===== src/rtl/periph_bus_bridge.sv =====
// periph_bus_bridge: host valid/ready requests to single-cycle peripheral strobes.
// Requests are queued in a small FIFO, one transaction is in flight at a time,
// and reads the peripheral never answers complete with rsp_error after TIMEOUT cycles.
module periph_bus_bridge #(
  parameter int ADDR_W     = 2,
  parameter int DATA_W     = 32,
  parameter int FIFO_DEPTH = 4,
  parameter int TIMEOUT    = 16
) (
  input  logic              clk,
  input  logic              reset,
  input  logic              req_valid,
  output logic              req_ready,
  input  logic              req_write,
  input  logic [ADDR_W-1:0] req_addr,
  input  logic [DATA_W-1:0] req_wdata,
  output logic              rsp_valid,
  input  logic              rsp_ready,
  output logic              rsp_write,
  output logic [DATA_W-1:0] rsp_rdata,
  output logic              rsp_error,
  output logic              per_read,
  output logic              per_write,
  output logic [ADDR_W-1:0] per_address,
  output logic [DATA_W-1:0] per_data_out,
  input  logic              per_read_valid,
  input  logic [DATA_W-1:0] per_data_in,
  output logic              busy
);

  localparam int PTR_W   = $clog2(FIFO_DEPTH);
  localparam int CNT_W   = $clog2(TIMEOUT + 1);
  localparam int ENTRY_W = 1 + ADDR_W + DATA_W;
  localparam logic [CNT_W-1:0] CNT_LAST = CNT_W'(TIMEOUT - 1);

  typedef enum logic [1:0] {IDLE, ISSUE, WAIT_RD, RESP} state_t;

  state_t state;

  logic [ENTRY_W-1:0] fifo_mem [FIFO_DEPTH];
  logic [PTR_W:0]     wr_ptr;
  logic [PTR_W:0]     rd_ptr;
  logic               fifo_empty;
  logic               fifo_full;
  logic               push;
  logic               pop;
  logic [ENTRY_W-1:0] fifo_head;

  logic              cmd_write;
  logic [ADDR_W-1:0] cmd_addr;
  logic [DATA_W-1:0] cmd_wdata;
  logic [CNT_W-1:0]  wait_cnt;
  logic              rsp_write_q;
  logic [DATA_W-1:0] rsp_rdata_q;
  logic              rsp_error_q;

  // Pointers carry one extra wrap bit so full and empty can be told apart.
  assign fifo_empty = (wr_ptr == rd_ptr);
  assign fifo_full  = (wr_ptr[PTR_W] != rd_ptr[PTR_W]) &&
                      (wr_ptr[PTR_W-1:0] == rd_ptr[PTR_W-1:0]);
  assign req_ready  = !fifo_full;
  assign push       = req_valid && !fifo_full;
  assign pop        = (state == IDLE) && !fifo_empty;
  assign fifo_head  = fifo_mem[rd_ptr[PTR_W-1:0]];

  // Queue storage needs no reset; only the pointers decide what is valid.
  always_ff @(posedge clk) begin
    if (push) begin
      fifo_mem[wr_ptr[PTR_W-1:0]] <= {req_write, req_addr, req_wdata};
    end
  end

  // Advance write pointer on accept and read pointer when IDLE takes the head.
  always_ff @(posedge clk or negedge reset) begin
    if (!reset) begin
      wr_ptr <= '0;
      rd_ptr <= '0;
    end else begin
      if (push) wr_ptr <= wr_ptr + (PTR_W + 1)'(1);
      if (pop)  rd_ptr <= rd_ptr + (PTR_W + 1)'(1);
    end
  end

  // Transaction FSM: one command in flight, response held until the host takes it.
  always_ff @(posedge clk or negedge reset) begin
    if (!reset) begin
      state       <= IDLE;
      cmd_write   <= 1'b0;
      cmd_addr    <= '0;
      cmd_wdata   <= '0;
      wait_cnt    <= '0;
      rsp_write_q <= 1'b0;
      rsp_rdata_q <= '0;
      rsp_error_q <= 1'b0;
    end else begin
      case (state)
        IDLE: begin
          if (!fifo_empty) begin
            {cmd_write, cmd_addr, cmd_wdata} <= fifo_head;
            state <= ISSUE;
          end
        end
        ISSUE: begin
          if (cmd_write) begin
            rsp_write_q <= 1'b1;
            rsp_rdata_q <= '0;
            rsp_error_q <= 1'b0;
            state       <= RESP;
          end else begin
            wait_cnt <= '0;
            state    <= WAIT_RD;
          end
        end
        WAIT_RD: begin
          if (per_read_valid) begin
            rsp_write_q <= 1'b0;
            rsp_rdata_q <= per_data_in;
            rsp_error_q <= 1'b0;
            state       <= RESP;
          end else if (wait_cnt == CNT_LAST) begin
            rsp_write_q <= 1'b0;
            rsp_rdata_q <= '0;
            rsp_error_q <= 1'b1;
            state       <= RESP;
          end else begin
            wait_cnt <= wait_cnt + CNT_W'(1);
          end
        end
        RESP: begin
          if (rsp_ready) state <= IDLE;
        end
        default: state <= IDLE;
      endcase
    end
  end

  // Strobes and response fields are decoded from registered state only.
  assign per_write    = (state == ISSUE) && cmd_write;
  assign per_read     = (state == ISSUE) && !cmd_write;
  assign per_address  = (state == ISSUE) ? cmd_addr : '0;
  assign per_data_out = ((state == ISSUE) && cmd_write) ? cmd_wdata : '0;

  assign rsp_valid = (state == RESP);
  assign rsp_write = (state == RESP) && rsp_write_q;
  assign rsp_rdata = (state == RESP) ? rsp_rdata_q : '0;
  assign rsp_error = (state == RESP) && rsp_error_q;

  assign busy = (state != IDLE) || !fifo_empty;

endmodule

===== config.mk =====
export PLATFORM = sky130hd
export DESIGN_NAME = periph_bus_bridge
export DESIGN_NICKNAME = d
export VERILOG_FILES = /design/src/rtl/periph_bus_bridge.sv
export SDC_FILE = /design/constraint.sdc
export NUM_CORES = 1
export LEC_CHECK = 0
export ABC_CLOCK_PERIOD_IN_PS = 4890
export CAP_MARGIN = 20
export CORE_ASPECT_RATIO = 1.2
export CORE_MARGIN = 2
export CORE_UTILIZATION = 53
export CTS_CLUSTER_DIAMETER = 40
export CTS_CLUSTER_SIZE = 8
export DETAILED_ROUTE_END_ITERATION = 8
export HOLD_SLACK_MARGIN = 0.05
export PLACE_DENSITY = 0.79
export SLEW_MARGIN = 0
export SYNTH_ARGS = -nofsm -noshare
export SYNTH_HDL_FRONTEND = slang
export SYNTH_SLANG_ARGS = --single-unit

===== constraint.sdc =====
create_clock -name clk -period 4.89 [get_ports clk]
set_input_delay 0.489 -clock clk [delete_from_list [all_inputs] [get_ports clk]]
set_output_delay 0.489 -clock clk [all_outputs]
set_load 0.1 [all_outputs]

=== Word-level counts from Yosys, hierarchy flattened ===
Memory sizes are Yosys's and may differ from the RTL's. A register that Yosys moved wholly into a read port is not among the register bits.
Index checks and enable logic that the tools add are counted.

* $add $sub $neg: 3
* Reduce and logical (&&, ||, !) cells: 19
* Muxes and demuxes: 27
* Equal/unequal tests: 14
* Bitwise gates (word level): 1

{| class="wikitable"
|+ Operators by type and width
! operator !! count
|-
| $mux 32 || 5
|-
| $pmux 32 s2 || 1
|-
| $mux 5 || 3
|-
| $mux 2 || 5
|-
| $ne 2x2->1 const B || 5
|-
| $pmux 5 s2 || 1
|-
| $mux 1 || 9
|-
| $pmux 2 s4 || 1
|-
| $logic_and 1x1->1 || 7
|-
| $add 3x1->3 const B || 2
|-
| $reduce_and 3->1 || 2
|-
| $add 5x1->5 const B || 1
|-
| $eq 5x4->1 const B || 1
|-
| $eq 2x2->1 const B || 2
|-
| $logic_not 1->1 || 4
|-
| $pmux 1 s2 || 2
|-
| $reduce_and 4->1 || 1
|-
| $reduce_bool 2->1 || 2
|-
| $eq 3x3->1 || 1
|-
| $ne 3x3->1 const B || 1
|-
| $eq 2x1->1 const B || 1
|-
| $eq 2x2->1 || 1
|-
| $logic_not 2->1 || 1
|-
| $ne 2x1->1 const B || 1
|-
| other kinds (4) || 4
|}

* Memory bits (writable): 140
* Flip-flop bits (word level): 47
* Input bits: 72
* Logic and storage cells: 72
* Output and inout port bits: 73
* Memories kept: 1

{| class="wikitable"
|+ Memories
! memory !! depth !! width !! read ports !! clocked after Yosys merged registers in !! write ports !! RTL line !! RTL
|-
| fifo_mem || 4 || 35 || 1 || 1 || 1 || 40 || <nowiki>logic [ENTRY_W-1:0] fifo_mem [FIFO_DEPTH];</nowiki>
|}

=== Logic depth before layout (Yosys ltp) ===
* Word-level depth: 6
* Depth in mapped cells: 8
* Mapped depth without buffers: 7

=== Worst setup path after synthesis ===
No wires, ideal clock.

* Path type: reg-to-reg
* Start: register rd_ptr[1]
* End: register wr_ptr[2]
* Data arrival time: 2,810 ps
* Cell stages (with the launch flop): 6
* Library setup time: 181 ps
* Period minus slack after synthesis: 2,991 ps
* Buffers on the path: 1
* Required time: 4,709 ps
* Path slack: 1,899 ps
* Cell sequence: dfrtp_1 > buf_2 > xnor2_1 > nand3_1 > and3_1 > xor2_1

* Word-level cells in the longest chain between the ends: 4

{| class="wikitable"
|+ RTL lines
! item !! RTL line !! RTL
|-
| from (decl) || 42 || <nowiki>logic [PTR_W:0] rd_ptr;</nowiki>
|-
| from (signal assigned) || 80 || <nowiki>if (pop) rd_ptr <= rd_ptr + (PTR_W + 1)'(1);</nowiki>
|-
| $eq 2x2->1 || 60 || <nowiki>(wr_ptr[PTR_W-1:0] == rd_ptr[PTR_W-1:0]);</nowiki>
|-
| $logic_and 1x1->1 || 59 || <nowiki>assign fifo_full = (wr_ptr[PTR_W] != rd_ptr[PTR_W]) &&</nowiki>
|-
| $logic_not 1->1 || n/a ||
|-
| net req_ready || 13 || <nowiki>output logic req_ready,</nowiki>
|-
| $logic_and 1x1->1 || 62 || <nowiki>assign push = req_valid && !fifo_full;</nowiki>
|-
| to (signal assigned) || 79 || <nowiki>if (push) wr_ptr <= wr_ptr + (PTR_W + 1)'(1);</nowiki>
|-
| to (decl) || 41 || <nowiki>logic [PTR_W:0] wr_ptr;</nowiki>
|}

The timed path passes the listed nets, and every way through them passes these cells.
A chain may end at the register's enable or synchronous reset.

=== Final worst setup path ===
* Start: register state[1]
* End: output per_data_out[23]

* Word-level cells in the longest chain between the ends: 3

{| class="wikitable"
|+ RTL lines
! item !! RTL line !! RTL
|-
| from (decl) || 38 || <nowiki>state_t state;</nowiki>
|-
| from (signal assigned) || 87 || <nowiki>state <= IDLE;</nowiki>
|-
| from (signal assigned) || 100 || <nowiki>state <= ISSUE;</nowiki>
|-
| from (signal assigned) || 108 || <nowiki>state <= RESP;</nowiki>
|-
| $eq 2x1->1 || 141 || <nowiki>assign per_data_out = ((state == ISSUE) && cmd_write) ? cmd_wdata : '0;</nowiki>
|-
| $logic_and 1x1->1 || 141 ||
|-
| $mux 32 || 141 ||
|-
| to (decl) || 25 || <nowiki>output logic [DATA_W-1:0] per_data_out,</nowiki>
|}

No other way between the ends.

==> insert_results.sql <==
INSERT INTO impl_metrics (metric_group, metric, value, unit) VALUES
('run_status', 'run_status', 'finished clean', ''),
('route', 'detail_route.wirelength', '19100', 'um'),
('die', 'area_enclosed_by_the_die_boundary', '0.0183', 'mm^2'),
('route', 'detail_route.drc_violations', '0', ''),
('timing', 'fin_worst_setup_slack', '0.901', 'ns'),
('synthesis', 'register_area_share_after_synthesis', '68.3', '%'),
('timing', 'drv_slew', '0', ''),
('clocking', 'clkLatencyLatePin', '0.49', 'ns'),
('synthesis', 'seq_cells_post_synth', '222', ''),
('die', 'start_util', '54.1', '%'),
('die', 'top_level_ports', '145', ''),
('timing', 'worst_slew_margin_rel', '30.9', '%'),
('finish', 'fraction_of_final_layout_cells_sized_beyond_drive_strength_1', '14.8', '%'),
('clocking', 'cts-resized-gates', '0', ''),
('finish', 'antennaDiodeCount', '0', ''),
('route', 'detail_route.vias_per_cell', '5.60', ''),
('global_route', 'first_global_vias', '5615', ''),
('power', 'p_leak', '0.00477', 'uW'),
('setup_path', 'r2r.worst_path.cells', '7', ''),
('synthesis', 'synth.avg_cell_area', '15.9', 'um^2'),
('timing', 'timing_hold_violations_final', '0', ''),
('run', 'drv.max_cap_violation_count', '0', ''),
('clocking', 'cts_max_level', '2', ''),
('route', 'final_routed_wire_length_divided_by_cell_count', '19.8', 'um'),
('placement', 'numPlacedInstances', '904', ''),
('global_route', 'largest_net_degree_at_the_start_of_global_routing', '83', ''),
('timing', 'worst_slew_pin_slew', '1.04', 'ns'),
('power', 'totalPowerFinal', '8380', 'uW'),
('synthesis', 'synth_edf_count', '140', ''),
('clocking', 'clock-root-buffer', 'clkbuf_16', ''),
('route', 'drt_first_iter_violations', '346', ''),
('setup_path', 'crit_path_end_kind', 'output pin', ''),
('timing', 'finalCriticalPeriod', '3.99', 'ns'),
('setup_path', 'reg2reg_from', 'state[1]', ''),
('setup_path', 'worst-endpoint-arrival', '3.50', 'ns'),
('finish', 'multiInputGateArea', '0.00271', 'mm^2'),
('route', 'dr_total_vias', '5411', ''),
('route', 'antenna_violating_nets_post_route', '0', ''),
('timing', 'timing.clock.skew', '0.0204', 'ns'),
('clocking', 'clock_sinks', '222', ''),
('setup_path', 'timing.rr.end', 'rsp_rdata_q[2]', ''),
('setup_path', 'worstSetupStartpointType', 'flop', ''),
('setup_path', 'required', '4.40', 'ns'),
('synthesis', 'yosys_most_used_dff', 'edfxtp_1', ''),
('clocking', 'post_cts_hold_buffer_count', '0', ''),
('timing', 'final.hold.worst_slack', '0.0249', 'ns'),
('route', 'drt_pass1_iterations', '4', ''),
('placement', 'dp_hpwl', '11100', 'um'),
('setup_path', 'setup_slack_reg_to_reg', '1.47', 'ns'),
('setup_path', 'crit_path_max_fanout', '24', ''),
('global_route', 'grt_pass1_wl', '29600', 'um'),
('finish', 'post_layout_nonfiller_instances', '967', ''),
('die', 'floorplan_row_count', '52', ''),
('synthesis', 'distinct_cell_type_count_of_the_synthesized_netlist', '36', ''),
('setup_path', 'critPathKind', 'flop to output pin', ''),
('timing', 'timing.setup.tns', '0', 'ns'),
('finish', 'net_total_in_the_final_layout', '812', ''),
('placement', 'port_buffers', '144', ''),
('clocking', 'tritoncts', 'built', ''),
('global_route', 'overflow', '0', ''),
('clocking', 'clk_pin_slew_worst_paths', '0.05', 'ns'),
('timing', 'fmaxAchievable', '251', 'MHz'),
('worst_hold_path', 'min_path_type', 'input pin to asynchronous set/reset pin', ''),
('power', 'power_density', '708', 'mW/mm^2'),
('die', 'die_y', '148', 'um'),
('placement', 'gp_congestion', '0.750', ''),
('timing', 'layout_worst_path_cycle_share', '81.6', '%'),
('clocking', 'clock_path_buffers', '3', ''),
('finish', 'sequential_cell_area', '0.00626', 'mm^2'),
('synthesis', 'synth.cell_area', '0.00916', 'mm^2'),
('timing', 'timing.final.setup_violations', '0', ''),
('clocking', 'cts_buf_count', '34', ''),
('die', 'die_width', '124', 'um'),
('placement', 'post-place-ws', '1.42', 'ns'),
('synthesis', 'instance_count_of_the_mapped_netlist', '575', ''),
('global_route', 'number_of_antenna_violations_at_the_first_check_in_global_routing', '0', ''),
('global_route', 'grtUsageTotal', '21.3', '%'),
('finish', 'fillers', '1082', ''),
('finish', 'synthToLayoutAreaGrowth', '29.4', '%'),
('synthesis', 'synth_warnings', '0', ''),
('timing', 'rsz0062_at_grt', 'no', ''),
('synthesis', 'synthesis.nets', '659', ''),
('power', 'vdd_drop_max', '0.000470', 'V'),
('die', 'floorplan.core_area', '0.0169', 'mm^2'),
('synthesis', 'asyncSetResetFlopFracSynth', '36.9', '%'),
('clocking', 'cts.repair_timing.setup_buffer_count', '0', '');
==> critical path, stage by stage, from the launching register on <==
cell             delay (ns)
dfrtp_1                0.42
inv_1                  0.12
ha_1                   0.76
buf_4                  0.35
and3_1                 0.20
clkdlybuf4s50_1        1.15
==> layout make-up <==
cell class / instances / share of cell area (%)
Inverter: 8 / 0.253
Timing Repair Buffer: 152 / 13.1
Clock inverter: 2 / 0.327
Tap cell: 216 / 2.28
Clock buffer: 57 / 8.35
Multi-Input combinational cell: 310 / 22.9
Sequential cell: 222 / 52.8
==> registers in the layout, indices dropped and copies added, names as in the netlist <==
register and count:
rsp_error_q 1, wait_cnt 5, cmd_addr 2, wr_ptr 3, fifo_mem 140, rd_ptr 3
rsp_write_q 1, cmd_wdata 32, state 2, cmd_write 1, rsp_rdata_q 32
==> how the worst max path moves through the flow <==
stage / start / end / slack, ns / depth (start not counted)
after global routing: state[1] / per_data_out[11] / 0.75 / 5
final: state[1] / per_data_out[23] / 0.90 / 5
after floorplan: rd_ptr[1] / wr_ptr[2] / 1.90 / 5
after CTS: state[1] / per_data_out[11] / 0.89 / 5
after global placement: state[1] / per_data_out[23] / 1.53 / 5
after detailed placement: state[1] / per_data_out[11] / 1.42 / 5
==> synth_stat cells (2+ instances only) <==
cell,instances,share of area (%)
clkbuf_1,22,0.90
mux2_4,20,3.3
edfxtp_1,140,46
and2_1,37,2.5
nand3_1,38,2.1
buf_6,4,0.49
o21ai_0,6,0.33
a21oi_1,3,0.16
dfrtp_1,82,22
mux4_2,20,4.9
nand2b_1,3,0.20
ha_1,12,1.6
nor2_1,4,0.16
mux2_2,12,1.5
nor2b_1,2,0.14
and3_1,37,2.5
mux4_1,15,4.3
xnor2_1,5,0.48
nand4_1,2,0.14
mux2_1,6,0.74
nand2_1,74,3.0
inv_1,8,0.33
buf_2,8,0.44
xor2_1,3,0.29
==> layout by cell type, fill, tap and decap left out, types with 15 or more instances in the layout <==
cell type and count:
dfrtp_1 80, edfxtp_1 140, clkbuf_16 36, clkdlybuf4s50_1 140, mux2_4 20, mux4_2 20, and2_1 37, and3_1 33
mux4_1 15, nand3_1 38, clkbuf_1 20, nand2_1 74
==> logic make-up after synthesis <==
logic type      count (synthesis)  synth area share, %
fa+ha+maj                      12                 1.64
buf+inv                        43                 2.24
simple gates                  201                 11.2
flops                         222                 68.3
compound gates                 15                 1.05
mux                            74                 14.8
xor+xnor                        8                0.765
==> layer usage <==
layer	up-vias	track usage (%)	wire length [um]
met3	36	5.21	1270
met4	0	7.25	383
li1	2435	-	-
met1	2747	26.0	7700
met5	-	0	0
met2	193	36.8	9780
==> report_power, final <==
part / switching [uW] / internal (uW)
clock: 765 / 1420
sequential: 278 / 2640
combinational: 2080 / 1200
total: 3130 / 5260
==> per-stage QoR <==
stage,area [um^2],util [%]
2_1_floorplan,9160,-
3_3_place_gp,10700,63.4
3_5_place_dp,10700,63.4
4_1_cts,11800,69.5
5_1_grt,11800,70.0
6_report,11800,70.0
No activity file was read; power rests on OpenSTA's default activity.
